File: src/rtl/vx_barrier_ctl_pkg.sv
// rtl/vx_barrier_ctl_pkg.sv - shared sizes and types for the warp-barrier controller
package vx_barrier_ctl_pkg;

  localparam int NUM_WARPS    = 4;
  localparam int NUM_BARRIERS = 4;

  // Index widths never collapse to zero, even for a single warp or barrier.
  function automatic int clog2_min1(input int n);
    return (n <= 2) ? 1 : $clog2(n);
  endfunction

  localparam int NW_BITS = clog2_min1(NUM_WARPS);
  localparam int NB_BITS = clog2_min1(NUM_BARRIERS);

  localparam int BARRIER_CTL_LATENCY = 1;

  typedef struct packed {
    logic               valid;
    logic [NB_BITS-1:0] id;
    logic [NW_BITS-1:0] size_m1;
  } gpu_barrier_t;

  typedef struct packed {
    logic [NUM_WARPS-1:0] mask;
    logic [NW_BITS-1:0]   count;
  } barrier_entry_t;

endpackage

File: src/rtl/vx_barrier_entry.sv
// rtl/vx_barrier_entry.sv - one hardware barrier: arrived-warp mask and arrival count
module vx_barrier_entry
  import vx_barrier_ctl_pkg::*;
(
  input  logic                 clk,
  input  logic                 reset,
  input  logic                 arrive,
  input  logic [NW_BITS-1:0]   wid,
  input  logic [NW_BITS-1:0]   size_m1,
  output logic                 fire,
  output logic [NUM_WARPS-1:0] mask
);

  barrier_entry_t entry_q, entry_d;

  always_comb begin
    entry_d = entry_q;
    // size_m1 is compared per arrival, so whichever arrival matches closes the epoch.
    fire    = arrive && (entry_q.count == size_m1);
    if (arrive) begin
      if (fire) begin
        entry_d = '0;
      end else begin
        entry_d.mask[wid] = 1'b1;
        entry_d.count     = entry_q.count + NW_BITS'(1);
      end
    end
  end

  always_ff @(posedge clk) begin
    if (reset) begin
      entry_q <= '0;
    end else begin
      entry_q <= entry_d;
    end
  end

  assign mask = entry_q.mask;

endmodule

File: src/rtl/vx_barrier_ctl.sv
// rtl/vx_barrier_ctl.sv - warp-barrier controller: stalls arriving warps, releases them together
module vx_barrier_ctl
  import vx_barrier_ctl_pkg::*;
(
  input  logic                 clk,
  input  logic                 reset,
  input  logic                 bar_valid,
  input  logic [NW_BITS-1:0]   bar_wid,
  input  logic [NB_BITS-1:0]   bar_id,
  input  logic [NW_BITS-1:0]   bar_size_m1,
  output logic [NUM_WARPS-1:0] stalled_mask,
  output logic                 release_valid,
  output logic [NUM_WARPS-1:0] release_mask,
  output logic                 bar_error
);

  gpu_barrier_t         cmd;
  logic                 illegal;
  logic                 legal;
  logic [NUM_WARPS-1:0] wid_onehot;

  logic [NUM_BARRIERS-1:0] arrive_vec;
  logic [NUM_BARRIERS-1:0] fire_vec;
  logic [NUM_WARPS-1:0]    entry_mask [NUM_BARRIERS];

  logic [NUM_WARPS-1:0] stalled_q, stalled_d;
  logic                 release_valid_q, release_valid_d;
  logic [NUM_WARPS-1:0] release_mask_q, release_mask_d;
  logic                 bar_error_q, bar_error_d;

  always_comb begin
    cmd.valid   = bar_valid;
    cmd.id      = bar_id;
    cmd.size_m1 = bar_size_m1;
  end

  always_comb begin
    wid_onehot          = '0;
    wid_onehot[bar_wid] = 1'b1;
    // A warp already held somewhere cannot arrive again; drop the command untouched.
    illegal = cmd.valid && stalled_q[bar_wid];
    legal   = cmd.valid && !stalled_q[bar_wid];
  end

  for (genvar b = 0; b < NUM_BARRIERS; b++) begin : g_entry
    assign arrive_vec[b] = legal && (cmd.id == NB_BITS'(b));

    vx_barrier_entry u_entry (
      .clk     (clk),
      .reset   (reset),
      .arrive  (arrive_vec[b]),
      .wid     (bar_wid),
      .size_m1 (cmd.size_m1),
      .fire    (fire_vec[b]),
      .mask    (entry_mask[b])
    );
  end

  always_comb begin
    stalled_d       = stalled_q;
    release_valid_d = 1'b0;
    release_mask_d  = '0;
    bar_error_d     = illegal;
    if (legal) begin
      if (fire_vec[cmd.id]) begin
        // The issuing warp was never marked stalled, so only the held warps clear.
        release_valid_d = 1'b1;
        release_mask_d  = entry_mask[cmd.id] | wid_onehot;
        stalled_d       = stalled_q & ~entry_mask[cmd.id];
      end else begin
        stalled_d = stalled_q | wid_onehot;
      end
    end
  end

  always_ff @(posedge clk) begin
    if (reset) begin
      stalled_q       <= '0;
      release_valid_q <= 1'b0;
      release_mask_q  <= '0;
      bar_error_q     <= 1'b0;
    end else begin
      stalled_q       <= stalled_d;
      release_valid_q <= release_valid_d;
      release_mask_q  <= release_mask_d;
      bar_error_q     <= bar_error_d;
    end
  end

  assign stalled_mask  = stalled_q;
  assign release_valid = release_valid_q;
  assign release_mask  = release_mask_q;
  assign bar_error     = bar_error_q;

endmodule

File: config.mk
export PLATFORM = sky130hd
export DESIGN_NAME = vx_barrier_ctl
export DESIGN_NICKNAME = d
export VERILOG_FILES = /design/src/rtl/vx_barrier_ctl_pkg.sv /design/src/rtl/vx_barrier_entry.sv /design/src/rtl/vx_barrier_ctl.sv
export SDC_FILE = /design/constraint.sdc
export NUM_CORES = 1
export LEC_CHECK = 0
export ABC_AREA = 1
export CORE_MARGIN = 3
export CORE_UTILIZATION = 35
export DETAILED_ROUTE_END_ITERATION = 8
export DONT_BUFFER_PORTS = 1
export MAX_ROUTING_LAYER = met4
export PLACE_DENSITY_LB_ADDON = 0.2
export SETUP_SLACK_MARGIN = 0.1
export SYNTH_ARGS = -nofsm -noshare
export SYNTH_HDL_FRONTEND = slang
export SYNTH_SLANG_ARGS = --single-unit
File: constraint.sdc
create_clock -name clk -period 1.9 [get_ports clk]
set_input_delay 0.285 -clock clk [delete_from_list [all_inputs] [get_ports clk]]
set_output_delay 0.285 -clock clk [all_outputs]
set_load 0.01 [all_outputs]
==> impl.org <==
** Outcome
- Result of the run :: finished, final reports clean

** Floorplanning
- From bottom edge to top edge, the die measures 75.0 um.
- Die Area :: 5620 um2
- After floorplanning, the core was divided into 24 placement rows.
- Boundary Pins :: 19
- The initial utilization of the core area, before any placement, comes to 37.2%.
- The floorplan step set the die width to 75.0 um.
- Area of the core region :: between 4000 and 5000 um2

** Synthesis
- The synthesized netlist occupies a cell area of 1660 um2.
- After synthesis, the mean cell area works out to about 7.3 um2.
- Post-Syn Instances :: around 230
- After synthesis, flip-flops and latches occupy 40.9% of the total area.
- The synthesized design devotes to its leading area cell type approximately two fifths of total area.
- Cell taking the most area after synthesis :: sky130_fd_sc_hd__dfxtp_1
- Number of register bits inferred by synthesis :: 34
- By area the synthesized netlist is led by sky130_fd_sc_hd__dfxtp_1 (41%), sky130_fd_sc_hd__nand2_1 (13%), sky130_fd_sc_hd__inv_1 (8.6%).
- Synthesized netlist net count :: 236
- Yosys printed 0 warnings.
- The netlist uses 23 different library cells.

** CTS
- Post CTS Setup Buffer Count :: 0
- Quantity of hold-fixing buffers added after cts :: 0
- Clock tree synthesis found a total of 34 sinks.
- Latest clock arrival within the worst-skew pair :: approximately 0.28 ns
- Library cell used as clock root buffer :: sky130_fd_sc_hd__clkbuf_8
- Number of H-tree levels :: 2
- In this run, CTS created clock tree buffers numbering 5.
- TritonCTS built the clock tree.
- Clock-pin slew was measured on the worst setup and hold paths at around 0.070 ns.
- Deepest clock path buffer count :: 2
- Post-cts gate resize count :: 0

** Placement
- The congestion estimate from routability-driven global placement came to between 0.8 and 0.9.
- Count of buffers inserted at the top-level ports :: 0
- HPWL reported at the end of detailed placement :: 2820 um

** Power
- Total power divided by cell area :: 798 nW/um2
- VDD sags by at most 0.375 mV.
- Leakage Power :: between 0.7 and 0.8 nW

** Final layout
- Fraction of final layout cells sized beyond drive strength 1 :: 15.7%
- Area Growth Syn to Fin :: 9.17%
- The layout has between 400 and 500 filler cells.
- At the end of the flow, the number of nets in the layout was about 240.
- Number of diodes :: 0

** Setup path
- STA classifies the critical path startpoint as a register.
- The worst setup path is captured at a register.
- For the worst setup path, the data arrival time is about 1.7 ns.
- Peak fanout along the critical path :: 6
- WS Path Type :: reg2reg
- For the worst flop-to-flop path, the logic depth is 9.
- Req. time, crit path :: 2.12 ns

** Route
- Final wirelength :: around 3800 um
- In this run the remaining antenna-violating nets after routing total 0.
- WL/cell :: around 13 um
- Dividing the detail-routed via count by the number of cells gives about 5.
- Number of optimization iterations in the first detailed-route pass :: 4
- The routed layout has around 1400 vias.
- Detailed router's first-iteration violation count :: 66
- Number of remaining DRC errors :: 0

** GRT
- First-pass GRT wire length :: 6290 um
- The initial antenna violation count is 0.
- GR Util All Layers :: about 16%
- Number of global-route vias before repair :: between 1000 and 1500
- Overflow left after global routing :: 0
- Pin count of the biggest net entering global routing :: 12

** STA
- Summed over all failing endpoints, the final setup total negative slack is 0 ns.
- After layout, the minimum clock period comes to between 1 and 1.5 ns.
- Setup repair after global routing left no endpoint under its margin.
- Share of the clock period used by the worst path after layout :: slightly below 80%
- The number of pins with negative max-slew slack in the final report came to 0.
- For this run, the top clock speed supported by timing is just under 700 MHz.
- Setup violations remaining at the end of the flow were counted as 0.
- Pin slew with the least headroom to its limit :: roughly 0.5 ns
- Worst relative slew slack :: 66.7%
- Max Clock Skew :: approximately 0.0073 ns
- Hold slack final :: 0.0626 ns
- Final hold viol count :: 0

** Flow run
- # Max-Cap Violations :: 0

** Hold path
- In this run the worst hold path is classified as in2reg.
- Along the worst hold path, the cell count comes to 1.
## cells by family after synthesis
group,share of synthesized area (%)
compound gates,14.7
simple gates,33.1
buf+inv,9.70
xor+xnor,1.58
flops,40.9
## cell usage after synthesis, drive strengths merged
| library cell | n |
|---|---|
| buf | 2 |
| nand4 | 4 |
| nor3 | 2 |
| dfxtp | 34 |
| o21bai | 1 |
| inv | 38 |
| a21oi | 22 |
| o21ai | 9 |
| nand2 | 65 |
| o22ai | 1 |
| nor2 | 27 |
| a22oi | 6 |
| nand3 | 9 |
| xor2 | 3 |
| o211ai | 1 |
| nor3b | 3 |
## registers in the layout, indices dropped and copies added (netlist names)
signal	cells
g_entry.u_entry.mask	16
release_mask	4
stalled_mask	4
g_entry.u_entry.entry_q	8
release_valid	1
bar_error	1
## metal layers
layer / up-vias / part of all wire, % / global-route usage [%]
met3: 6 / 4.9 / 4.54
met2: 33 / 44 / 22.5
met4: 0 / 1.5 / 5.73
li1: 735 / - / -
met1: 620 / 49 / 20.4
met5: - / 0 / -
## cell type report
type                    instances  area [um2]  share of cell area (%)
clock inverters                 1        5.00                   0.275
repair buffers                  2        15.0                   0.826
inverters                      38         143                    7.85
flip-flops and latches         34         681                    37.5
multi-input cells             153         822                    45.2
clock buffers                   7        86.3                    4.75
well taps                      52        65.1                    3.58
## power breakdown
part / switching (mW) / total (mW) / internal, mW
sequential: 0.0185 / 0.753 / 0.734
combinational: 0.107 / 0.157 / 0.0500
clock: 0.248 / 0.540 / 0.292
## worst max-delay path: stages (launching register included)
cell and delay (ns):
sky130_fd_sc_hd__dfxtp_1 0.37, sky130_fd_sc_hd__nand2_2 0.09, sky130_fd_sc_hd__nand2_2 0.06, sky130_fd_sc_hd__nand2_4 0.07, sky130_fd_sc_hd__nand2_2 0.07, sky130_fd_sc_hd__nor2_4 0.18, sky130_fd_sc_hd__o211ai_2 0.15, sky130_fd_sc_hd__nor2_4 0.21
sky130_fd_sc_hd__nand2_4 0.10, sky130_fd_sc_hd__nor2_2 0.10
## path summary, 6_finish.rpt
path,startpoint,to,slack (ns)
hold reg to reg,g_entry[2].u_entry.mask[0],g_entry[2].u_entry.mask[0],0.45
setup / recovery,stalled_mask[3],release_mask[3],0.42
hold / removal,reset,bar_error,0.06
setup reg to reg,stalled_mask[3],release_mask[3],0.42
## stage by stage
| stage | utilization [%] | std cells | setup slack [ns] | instance area [um2] | total power, mW |
|---|---|---|---|---|---|
| floorplan | - | 227 | 0.595 | 1660 | 0.896 |
| global placement | 38.6 | 279 | 0.413 | 1730 | 0.927 |
| detailed placement | 38.6 | 279 | 0.416 | 1730 | 0.926 |
| CTS | 40.6 | 287 | 0.399 | 1820 | 1.47 |
| global route | 40.6 | 287 | 0.258 | 1820 | 1.53 |
| finish | 40.6 | 287 | 0.418 | 1820 | 1.45 |
## layout by cell type (no fill, tap or decap)
cell,Yosys,routed
sky130_fd_sc_hd__nand2_1,57,57
sky130_fd_sc_hd__inv_1,38,38
sky130_fd_sc_hd__dfxtp_1,34,34
sky130_fd_sc_hd__a21oi_1,22,22
sky130_fd_sc_hd__nor2_1,17,17
sky130_fd_sc_hd__nand3_1,8,8
sky130_fd_sc_hd__nor2_2,7,7
sky130_fd_sc_hd__a22oi_1,6,6
sky130_fd_sc_hd__clkbuf_8,0,6
sky130_fd_sc_hd__nand2_2,5,5
sky130_fd_sc_hd__o21ai_0,5,5
sky130_fd_sc_hd__nand4_1,4,4
sky130_fd_sc_hd__o21ai_2,4,4
sky130_fd_sc_hd__xor2_1,3,3
sky130_fd_sc_hd__nand2_4,3,3
sky130_fd_sc_hd__nor2_4,3,3
sky130_fd_sc_hd__nor3b_2,3,3
sky130_fd_sc_hd__nor3_1,2,2
sky130_fd_sc_hd__buf_4,1,2
sky130_fd_sc_hd__o211ai_2,1,1
sky130_fd_sc_hd__nand3_4,1,1
sky130_fd_sc_hd__o21bai_2,1,1
sky130_fd_sc_hd__o22ai_1,1,1
sky130_fd_sc_hd__clkinv_2,0,1
sky130_fd_sc_hd__clkbuf_1,0,1
No activity file was read; power rests on OpenSTA's default activity.
